File: src/rtl/valid_ready_watchdog_pkg.sv
// Shared types and constants for the valid/ready protocol watchdog.
package valid_ready_watchdog_pkg;

    typedef enum logic [1:0] {
        IDLE  = 2'd0,
        WAIT  = 2'd1,
        STUCK = 2'd2
    } vrw_state_t;

    localparam int unsigned STALL_W = 16;

endpackage

File: src/rtl/vrw_sat_counter.sv
// Saturating up-counter with synchronous clear; a same-cycle increment wins over the clear.
module vrw_sat_counter #(
    parameter int unsigned Width = 16
) (
    input  logic             clk,
    input  logic             rst,
    input  logic             clr_i,
    input  logic             inc_i,
    output logic [Width-1:0] cnt_o
);

    logic [Width-1:0] cnt_q, cnt_d, base;

    always_comb begin
        base  = clr_i ? '0 : cnt_q;
        cnt_d = base;
        if (inc_i && (base != {Width{1'b1}})) begin
            cnt_d = base + Width'(1);
        end
    end

    always_ff @(posedge clk or negedge rst) begin
        if (!rst) begin
            cnt_q <= '0;
        end else begin
            cnt_q <= cnt_d;
        end
    end

    assign cnt_o = cnt_q;

endmodule

File: src/rtl/valid_ready_watchdog.sv
// Passive valid/ready monitor: fire strobe, sticky stall/protocol flags, saturating transfer count.
// Define VALID_READY_WATCHDOG_MAXSTALL_EN to add the o_max_stall longest-stall output.
module valid_ready_watchdog
    import valid_ready_watchdog_pkg::*;
#(
    parameter int unsigned DW      = 8,
    parameter int unsigned TIMEOUT = 16,
    parameter int unsigned CNT_W   = 16
) (
    input  logic               clk,
    input  logic               rst,
    input  logic               i_valid,
    input  logic               i_ready,
    input  logic [DW-1:0]      i_data,
    input  logic               i_clr,
    output logic               o_fire,
    output logic [1:0]         o_state,
    output logic [STALL_W-1:0] o_stall_cnt,
    output logic               o_timeout,
    output logic               o_drop_err,
    output logic               o_data_err,
`ifdef VALID_READY_WATCHDOG_MAXSTALL_EN
    output logic [STALL_W-1:0] o_max_stall,
`endif
    output logic [CNT_W-1:0]   o_xfer_cnt
);

    vrw_state_t         state_q;
    logic [DW-1:0]      held_q;
    logic               timeout_q, drop_q, data_q;
    logic [STALL_W-1:0] stall_cnt;

    logic fire, stall, busy, leave, hit, enter_stuck, timeout_ev, drop_ev, data_ev;

    assign fire  = i_valid & i_ready;
    assign stall = i_valid & ~i_ready;
    assign busy  = (state_q != IDLE);
    assign leave = busy & ~stall;
    // Stall count after this edge reaches TIMEOUT; in IDLE the count is 0, covering TIMEOUT==1.
    assign hit         = ((17'(stall_cnt) + 17'd1) == 17'(TIMEOUT));
    assign enter_stuck = stall & hit & (state_q != STUCK);
    assign timeout_ev  = enter_stuck | (stall & (state_q == STUCK));
    assign drop_ev     = busy & ~i_valid;
    assign data_ev     = busy & i_valid & (i_data != held_q);

    always_ff @(posedge clk or negedge rst) begin
        if (!rst) begin
            state_q   <= IDLE;
            held_q    <= '0;
            timeout_q <= 1'b0;
            drop_q    <= 1'b0;
            data_q    <= 1'b0;
        end else begin
            unique case (state_q)
                IDLE: begin
                    if (stall) begin
                        held_q  <= i_data;
                        state_q <= enter_stuck ? STUCK : WAIT;
                    end
                end
                WAIT, STUCK: begin
                    if (leave) begin
                        state_q <= IDLE;
                    end else if (enter_stuck) begin
                        state_q <= STUCK;
                    end
                end
                default: state_q <= IDLE;
            endcase
            timeout_q <= (timeout_q & ~i_clr) | timeout_ev;
            drop_q    <= (drop_q & ~i_clr) | drop_ev;
            data_q    <= (data_q & ~i_clr) | data_ev;
        end
    end

    vrw_sat_counter #(
        .Width (STALL_W)
    ) u_stall_cnt (
        .clk   (clk),
        .rst   (rst),
        .clr_i (~busy | leave),
        .inc_i (stall),
        .cnt_o (stall_cnt)
    );

    vrw_sat_counter #(
        .Width (CNT_W)
    ) u_xfer_cnt (
        .clk   (clk),
        .rst   (rst),
        .clr_i (i_clr),
        .inc_i (fire),
        .cnt_o (o_xfer_cnt)
    );

`ifdef VALID_READY_WATCHDOG_MAXSTALL_EN
    logic [STALL_W-1:0] max_stall_q, max_stall_d, max_base;

    always_comb begin
        max_base    = i_clr ? '0 : max_stall_q;
        max_stall_d = (leave && (stall_cnt > max_base)) ? stall_cnt : max_base;
    end

    always_ff @(posedge clk or negedge rst) begin
        if (!rst) begin
            max_stall_q <= '0;
        end else begin
            max_stall_q <= max_stall_d;
        end
    end

    assign o_max_stall = max_stall_q;
`else
    // Longest-stall tracking is not built in this configuration.
`endif

    assign o_fire      = fire & rst;
    assign o_state     = state_q;
    assign o_stall_cnt = stall_cnt;
    assign o_timeout   = timeout_q;
    assign o_drop_err  = drop_q;
    assign o_data_err  = data_q;

endmodule

File: config.mk
export PLATFORM = sky130hd
export DESIGN_NAME = valid_ready_watchdog
export DESIGN_NICKNAME = d
export VERILOG_FILES = /design/src/rtl/valid_ready_watchdog_pkg.sv /design/src/rtl/vrw_sat_counter.sv /design/src/rtl/valid_ready_watchdog.sv
export SDC_FILE = /design/constraint.sdc
export NUM_CORES = 1
export LEC_CHECK = 0
export BUFFER_PORTS_ARGS = -buffer_cell sky130_fd_sc_hd__buf_4
export CAP_MARGIN = 20
export CELL_PAD_IN_SITES_DETAIL_PLACEMENT = 0
export CELL_PAD_IN_SITES_GLOBAL_PLACEMENT = 1
export CORE_UTILIZATION = 32
export DETAILED_ROUTE_END_ITERATION = 10
export PLACE_DENSITY = 0.62
export SYNTH_ARGS = -nofsm -noshare
export SYNTH_HDL_FRONTEND = slang
export SYNTH_SLANG_ARGS = --single-unit
File: constraint.sdc
create_clock -name clk -period 2.3 [get_ports clk]
set_input_delay 0.23 -clock clk [delete_from_list [all_inputs] [get_ports clk]]
set_output_delay 0.23 -clock clk [all_outputs]
set_load 0.02 [all_outputs]
==> flow_summary.ini, run 1 <==
[status]
status = finished, final reports clean

[logic_synthesis]
synth_ff_type = dfrtp_1
synth_seq_cells = 45
synth_nets = 272
synth.distinct_cells = 43
ys_async_sr_fraction_pct = 100
syn_area_per_cell_sq_um = 9.98
synth.largest_area_cell = dfrtp_1
synth-edff-count = 0
netlist_instances = 254
ys_top_cells_by_area = dfrtp_1 (44%), xnor2_1 (6.2%), xor2_1 (5.9%)
ys_warn_count = 0
seq_area_frac_synth_pct = 44.4
synth_area_sq_mm = 0.00253
synth_top_area_share_pct = 44.4

[route]
vias = 2055
routed_via_density = 4.87
wl_per_cell_um = 13.8
first_pass_iters = 4
postRouteAntennaNets = 0
drtIter0Drc = 49
routed_wl_um = 5840
drc = 0

[setup_path]
critPathMaxStageDelay_ps = 410
reg2reg_depth = 11
crit_path_start_kind = flop
reg2reg_slack_ps = 150
r2r-end = u_stall_cnt.cnt_o[13]
crit_start = o_state[0]
crit_required_ps = 2500
end_kind = flop
path_max_fanout = 4
timing.rr.start = o_state[0]
cp.arrival_ps = 2340
cp_common_cell = ha_1
critPathKind = reg2reg
cpMaxStageDelayCell = dfrtp_2
crit_chain = inv_1 > ha_1 > nor2_4 > and2_4 > ha_1 > nand3_2 > nor2_2 > nand4_2 > nor4b_2 > nand4_1 > xor2_1
crit_end = u_stall_cnt.cnt_o[13]

[cells_and_area]
final_nets = 337
final_cells = 422
antenna_cells = 0
layout_common_cells = buf_4 (64), dfrtp_1 (43), nor2_1 (25)
register_area_sq_mm = 0.00113
drive_above_1_share_pct = 31.6
final_util_pct = 42.4
layout_commonest_cell = buf_4
multi_input_area_sq_mm = 0.00137
area_growth_pct = 28.7
num-fill-cells = 800

[clock_tree]
htreeDepth = 2
cts_buffer_depth = 2
post_cts_buffers = 0
clk_latency_ps = 300
cts_tree = yes
cts.sinks = 45
root_buffer = clkbuf_8
path_clk_slew_ps = 90
cts_buffers = 5

[sta]
rsz0062_at_grt = false
drv_slew = 0
fmax_ghz = 0.465
period_share_pct = 93.5
relSlewSlack_pct = 69.1
finClkSkew_ps = 12.2
worst_pin_slew_ps = 461
fin_ws_ps = 151
setup_violations = 0
fin_crit_ps = 2150
hold_viol = 0

[global_route]
grt_use_met3_pct = 3.52
grt_util_met1_pct = 21.0
grt_max_degree = 27
grt_pass1_vias = 1991
grt-ovfl-total = 0
antenna_found_initial = 0
grt_pass1_wl_um = 10100
grtUsageMet2_pct = 23.9
grt_usage_pct = 15.2
grt_busiest_layer = met2

[power]
p_comb_share_pct = 21.9
p_sw_share_pct = 27.5
switchingPower_w = 0.000554
pwr-share-clk_pct = 31.6
seqPwrFrac_pct = 46.5
leakagePower_nw = 1.39
internal_power_w = 0.00146
power_density_mw_per_mm2 = 617
peakVddDrop_mv = 0.328

[floorplan]
die-area_sq_mm = 0.00828
rows = 32
num_io_pins = 51
die_height_um = 91.0
initial_core_util_pct = 33.0
dieWidth_um = 91.0
core_area_sq_mm = 0.00769

[hold_path]
hold_path_class = in2reg

[placement]
place_congestion = 0.735
placed_cells = 413
dp_hpwl_um = 4330
io_buffers = 50
dp_slack_ps = 150

[flow_run]
cap_viol_max_count = 0
[synthesized netlist by cell type, types with 2 or more instances]
library cell  number
xnor2_1           18
o21ai_0            3
nand3_1           15
buf_2              2
and3_1             4
a21oi_1            5
nor4_1             2
or3_1              3
mux2_2            10
xor2_1            17
dfrtp_1           45
nor2_1            27
nor3_2             3
ha_1               5
and2_1             3
nand2_1           21
clkbuf_1           4
o22ai_1            3
nor3_1             5
o31a_1             2
and4_1             2
nand3b_1           2
inv_1              7
nor2b_1           10
nand4_1           12
nand2b_1           7
[worst max-delay path, delay by kind of cell (launching register included)]
family	cells	cell delay, ps
buffers and inverters	1	70
XOR/XNOR	1	160
adder cells (fa/ha/maj)	2	430
AND/OR/NAND/NOR	7	990
flip-flops	1	410
[worst min-delay path by stage]
stage | startpoint | slack [ps] | cells after the start | endpoint
finish | i_valid | 150 | 2 | o_drop_err
global placement | rst | 140 | 1 | u_stall_cnt.cnt_o[11]
CTS | i_valid | 140 | 2 | o_drop_err
global route | i_valid | 150 | 2 | o_drop_err
detailed placement | rst | 130 | 1 | u_stall_cnt.cnt_o[11]
floorplan | rst | -70 | 0 | held_q[0]
[power by group through the flow]
stage | Clock [W] | Combinational (W) | Sequential, W
3_3_place_gp | 0 | 0.000442 | 0.000952
3_5_place_dp | 0 | 0.000447 | 0.000954
6_report | 0.000636 | 0.000441 | 0.000937
5_1_grt | 0.000689 | 0.000489 | 0.000950
4_1_cts | 0.000655 | 0.000450 | 0.000939
2_1_floorplan | 0 | 0.000247 | 0.000984
[state kept, by name, indices dropped and copies added, names as in the netlist]
register and flops:
held_q 8, o_data_err 1, o_drop_err 1, o_state 2
o_timeout 1, u_stall_cnt.cnt_o 16, u_xfer_cnt.cnt_o 16
[area by class of cell]
cell class                 count  share of cell area, %
tap                          102                   3.91
sequential                    45                   34.6
multi-input combinational    195                   42.0
clock buffer                   6                   2.53
timing repair buffer          65                   15.0
clock inverter                 2                   1.15
inverter                       7                  0.806
[through the flow]
stage / power (W) / TNS, ps / instance area [sq um] / hold WS [ps]
after floorplan: 0.00123 / -18.1 / 2560 / -65.6
after global routing: 0.00213 / 0 / 3260 / 153
after global placement: 0.00139 / 0 / 3130 / 141
after CTS: 0.00204 / 0 / 3260 / 143
final: 0.00201 / 0 / 3260 / 150
after detailed placement: 0.00140 / 0 / 3130 / 134
[logic make-up after synthesis]
| family | share of synthesized area (%) |
|---|---|
| fa+ha+maj | 2.47 |
| flops | 44.4 |
| buf+inv | 2.32 |
| simple gates | 26.8 |
| compound gates | 7.50 |
| mux | 4.44 |
| xor+xnor | 12.1 |
[repair_timing]
item                                    4_1_cts  5_1_grt
endpoints found under the setup margin        0        1
endpoints found under the hold margin        19        0
hold buffers                                  1        0
resized for setup                             0        1
[per-layer routing]
layer  up-vias  share of wire (%)
met2        51                 46
met5         -                  0
met1       982                 48
met3         6                4.7
met4         0                1.2
li1       1016                  -
Note: power is estimated with default switching activity, not from simulation.
==> inputs of run 2 (changes only) <==
--- a/config.mk
+++ b/config.mk
@@ -12,6 +12,7 @@
 export CORE_UTILIZATION = 32
 export DETAILED_ROUTE_END_ITERATION = 10
 export PLACE_DENSITY = 0.62
+export SETUP_SLACK_MARGIN = 0.4
 export SYNTH_ARGS = -nofsm -noshare
 export SYNTH_HDL_FRONTEND = slang
 export SYNTH_SLANG_ARGS = --single-unit
==> run 2 against run 1 <==
Effect of this change:
- sequential power is essentially flat
- final area rose by 11%
- combinational power rose by 16%
- register-to-register slack better by 140 ps
- via count rose by 7.4%
- total power shrank 1.0%
- sequential cell count did not move
- clock-buffer cell count unchanged
- hold slack worse by 110 ps
- utilization is 4.5 points higher
- wire length up 14%
- global-route usage increased by 1.2 points
- critical endpoint is now u_stall_cnt.cnt_o[0]
- largest cell class unchanged
- highest routed layer unchanged
==> flow_summary.ini, run 2 (synthesis results as in run 1) <==
[route]
routed_wl_um = 6630
vias = 2208
wl_per_cell_um = 14.8
drtIter0Drc = 92
first_pass_iters = 4
drc = 0
postRouteAntennaNets = 0
routed_via_density = 4.92

[floorplan]
dieWidth_um = 91.0
die_height_um = 91.0
rows = 32
core_area_sq_mm = 0.00769
initial_core_util_pct = 33.0
num_io_pins = 51
die-area_sq_mm = 0.00828

[setup_path]
path_max_fanout = 6
crit_chain = inv_2 > ha_4 > nor2_4 > and2_4 > ha_4 > nand3_4 > buf_6 > nor2_4 > nand4_4 > buf_4 > buf_4 > xnor2_1 > nor2_1
crit_path_start_kind = flop
cp.arrival_ps = 2210
end_kind = flop
crit_required_ps = 2500
critPathKind = reg2reg
critPathMaxStageDelay_ps = 370
cp_top_family = simple AND/OR/NAND/NOR gates
cpMaxStageDelayCell = dfrtp_2
cp_num_buf_inv = 4

[clock_tree]
path_clk_slew_ps = 100
cts.sinks = 45
htreeDepth = 2
root_buffer = clkbuf_8
hold_buffers = 0
cts_buffers = 5
cts_buffer_depth = 2
clk_latency_ps = 300
cts_tree = yes

[power]
power_density_mw_per_mm2 = 552
peakVddDrop_mv = 0.387
leakagePower_nw = 1.53

[global_route]
grt-ovfl-total = 0
grt_usage_pct = 16.4
grt_pass1_wl_um = 10800
grt_max_degree = 46
antenna_found_initial = 0
grt_pass1_vias = 2087

[sta]
period_share_pct = 87.2
rsz0062_at_grt = true
hold_ws_ps = 40.8
tns_ps = 0
worst_pin_slew_ps = 599
hold_viol = 0
fin_ws_ps = 295
setup_violations = 0
fin_crit_ps = 2000
relSlewSlack_pct = 60.1
drv_slew = 0
finClkSkew_ps = 9.58
fmax_ghz = 0.499

[placement]
place_congestion = 0.732
placed_area_sq_mm = 0.00316
dp_hpwl_um = 4290
dp_slack_ps = 127
io_buffers = 50

[cells_and_area]
layout_commonest_cell = buf_4
final_nets = 364
layout_common_cells = buf_4 (90), dfrtp_1 (34), nor2_1 (23)
drive_above_1_share_pct = 45.2
antenna_cells = 0
num-fill-cells = 775
final_util_pct = 46.9
area_growth_pct = 42.3
final_area_sq_mm = 0.00361

[status]
status = finished, final reports clean

[hold_path]
hold_path_class = in2async

[flow_run]
cap_viol_max_count = 0
-- run 2: metrics by stage --
| step | cells | total power (W) |
|---|---|---|
| after floorplan | 254 | 0.00125 |
| after global placement | 410 | 0.00139 |
| after detailed placement | 410 | 0.00139 |
| after CTS | 429 | 0.00199 |
| after global routing | 449 | 0.00211 |
| final | 449 | 0.00199 |
-- run 2: routing by layer --
layer	track usage, %	share of wire, %
met4	3.97	1.3
met2	25.6	48
met5	0	0
met1	23.3	47
met3	3.43	4.3
-- run 2: worst paths after layout --
path / cells past startpoint / slack (ps) / to / from
min in group clk: 2 / 150 / o_drop_err / i_valid
max reg2reg: 13 / 300 / u_stall_cnt.cnt_o[0] / o_state[0]
max: 13 / 300 / u_stall_cnt.cnt_o[0] / o_state[0]
min: 2 / 40 / u_stall_cnt.cnt_o[6] / rst
min reg2reg: 1 / 540 / held_q[0] / held_q[0]
max in group asynchronous: 2 / 1800 / u_stall_cnt.cnt_o[11] / rst
-- run 2: what timing repair did --
action	4_1_cts	5_1_grt
resized for setup	8	27
endpoints found under the setup margin	25	33
setup buffers	11	20
pin swaps	17	18
-- run 2: where the power goes --
| part | internal [W] | switching (W) | leakage (nW) | total, W |
|---|---|---|---|---|
| registers | 0.000882 | 0.0000566 | 0.586 | 0.000939 |
| logic | 0.000274 | 0.000239 | 0.897 | 0.000512 |
| clock network | 0.000244 | 0.000298 | 0.0512 | 0.000542 |
| total | 0.00140 | 0.000593 | 1.53 | 0.00199 |
-- run 2: area by class of cell --
class                   count  area (sq um)  share of cell area, %
flip-flops and latches     45          1140                   31.6
repair buffers             92           698                   19.3
clock buffers               6          82.6                   2.29
inverters                   7          26.3                  0.728
well taps                 102           128                   3.54
clock inverters             2          13.8                  0.381
multi-input cells         195          1520                   42.1
==> inputs of run 3 (changes only) <==
--- a/config.mk
+++ b/config.mk
@@ -9,9 +9,9 @@
 export CAP_MARGIN = 20
 export CELL_PAD_IN_SITES_DETAIL_PLACEMENT = 0
 export CELL_PAD_IN_SITES_GLOBAL_PLACEMENT = 1
-export CORE_UTILIZATION = 32
+export CORE_UTILIZATION = 38
 export DETAILED_ROUTE_END_ITERATION = 10
-export PLACE_DENSITY = 0.62
+export PLACE_DENSITY = 0.72
 export SETUP_SLACK_MARGIN = 0.4
 export SYNTH_ARGS = -nofsm -noshare
 export SYNTH_HDL_FRONTEND = slang
==> constraint.sdc (replaced) <==
create_clock -name clk -period 2.3 [get_ports clk]
set_input_delay 0.46 -clock clk [delete_from_list [all_inputs] [get_ports clk]]
set_output_delay 0.46 -clock clk [all_outputs]
set_load 0.02 [all_outputs]
==> run 3 against run 2 <==
Effect of this change:
- utilization up 8.4 points
- first-iteration DRC count up 29%
- sequential cell count unchanged
- wire length down 8.4%
- sequential share of layout area up 0.68 points
- via count down 0.68%
- register-to-register slack better by 30 ps
- clock-buffer cell count down 1
- final area down 2.1%
- die area down 15%
- critical endpoint is now u_stall_cnt.cnt_o[10]
- largest power group unchanged
- highest routed layer unchanged
==> flow_summary.ini, run 3 (synthesis results as in run 1) <==
[placement]
io_buffers = 50
dp_slack_ps = 90.5
place_congestion = 0.792
placed_cells = 389
dp_hpwl_um = 4160

[setup_path]
reg2reg_depth = 10
cpMaxStageDelayCell = a2111o_1
end_kind = flop
critPathKind = reg2reg
reg2reg_slack_ps = 320
crit_start = o_state[1]
critPathMaxStageDelay_ps = 440
crit_path_start_kind = flop
crit_chain = inv_2 > ha_4 > nor2_4 > and2_4 > ha_4 > nand3_4 > a2111o_1 > nor3_2 > xnor2_1 > nor2_1
timing.rr.start = o_state[1]
crit_required_ps = 2470
cp_top_family = simple AND/OR/NAND/NOR gates
path_max_fanout = 5
cp_num_buf_inv = 1
cp.arrival_ps = 2150
r2r-end = u_stall_cnt.cnt_o[10]
cp_common_cell = ha_4

[sta]
finClkSkew_ps = 11.4
hold_viol = 0
drv_slew = 0
fin_ws_ps = 324
relSlewSlack_pct = 60.2
hold_ws_ps = 292
rsz0062_at_grt = true
period_share_pct = 85.9
fmax_ghz = 0.506
worst_pin_slew_ps = 596
fin_crit_ps = 1980
setup_violations = 0
tns_ps = 0

[cells_and_area]
drive_above_1_share_pct = 45.0
final_util_pct = 55.3
layout_common_cells = buf_4 (86), dfrtp_1 (34), nor2_1 (24)
area_growth_pct = 39.3
layout_commonest_cell = buf_4
final_cells = 419
antenna_cells = 0
final_nets = 359

[flow_run]
cap_viol_max_count = 0

[clock_tree]
path_clk_slew_ps = 100
root_buffer = clkbuf_8
cts_buffer_depth = 2
cts_tree = yes
hold_buffers = 0
cts.sinks = 45
clk_latency_ps = 300
cts_buffers = 5
htreeDepth = 2

[route]
wl_per_cell_um = 14.5
drc = 0
vias = 2193
postRouteAntennaNets = 0
routed_wl_um = 6080
drtIter0Drc = 119
routed_via_density = 5.23
first_pass_iters = 4

[hold_path]
hold_path_class = in2async

[global_route]
grt_pass1_wl_um = 9750
grt_usage_pct = 17.1
grt_pass1_vias = 2013
antenna_found_initial = 0
grt_max_degree = 46
grt-ovfl-total = 0

[floorplan]
rows = 29
initial_core_util_pct = 39.7
die-area_sq_mm = 0.00700
dieWidth_um = 83.7
num_io_pins = 51
die_height_um = 83.7
core_area_sq_mm = 0.00639

[power]
peakVddDrop_mv = 0.393
power_density_mw_per_mm2 = 540
leakagePower_nw = 1.51

[status]
status = finished, final reports clean
## run 3: cell types whose count changed in the layout (fill, tap and decap cells not counted), sizes merged
cell	before	now
buf	92	87
clkbuf	6	5
clkinv	2	0
clkinvlp	0	3
## run 3: power breakdown
part           internal [W]  total, W  switching (W)
logic              0.000249  0.000476       0.000227
registers          0.000882  0.000937      0.0000548
clock network      0.000213  0.000496       0.000282
## run 3: worst max path at each step
stage | end | slack [ps] | cells past startpoint
global route | u_stall_cnt.cnt_o[10] | 210 | 10
global placement | u_stall_cnt.cnt_o[13] | 140 | 11
floorplan | u_stall_cnt.cnt_o[10] | 100 | 11
detailed placement | u_stall_cnt.cnt_o[13] | 90 | 11
finish | u_stall_cnt.cnt_o[10] | 320 | 10
CTS | u_stall_cnt.cnt_o[10] | 280 | 10
## run 3: metrics by stage
step	total power [W]	cell area, sq um
4_1_cts	0.00193	3360
3_5_place_dp	0.00140	3160
2_1_floorplan	0.00125	2620
3_3_place_gp	0.00139	3160
5_1_grt	0.00203	3530
6_report	0.00191	3530
## run 3: final cells by class
type	count	area, sq um
fill	599	2850
multi-input combinational	195	1520
sequential	45	1140
timing repair buffer	87	657
tap	77	96.3
clock buffer	5	68.8
inverter	7	26.3
clock inverter	3	22.5
## run 3: what timing repair did
item / in CTS / in global routing
setup buffers: 5 / 17
pin swaps: 6 / 15
gates resized for setup: 19 / 10
endpoints found under the setup margin: 16 / 28
## run 3: worst register-to-register path: cells and delay by family, from the launching register on
family / cells / cell delay [ps]
simple gates: 5 / 540
compound gates: 1 / 440
flops: 1 / 390
fa+ha+maj: 2 / 300
xor+xnor: 1 / 140
buf+inv: 1 / 50
## run 3: metal layers
metal	up-vias	part of all wire, %	routed length [um]	global-route usage, %
met4	0	0.38	23	3.85
met1	1084	48	2900	24.5
met5	-	0	0	0
met3	2	3.0	181	2.77
li1	1060	-	-	-
met2	47	49	2980	27.4
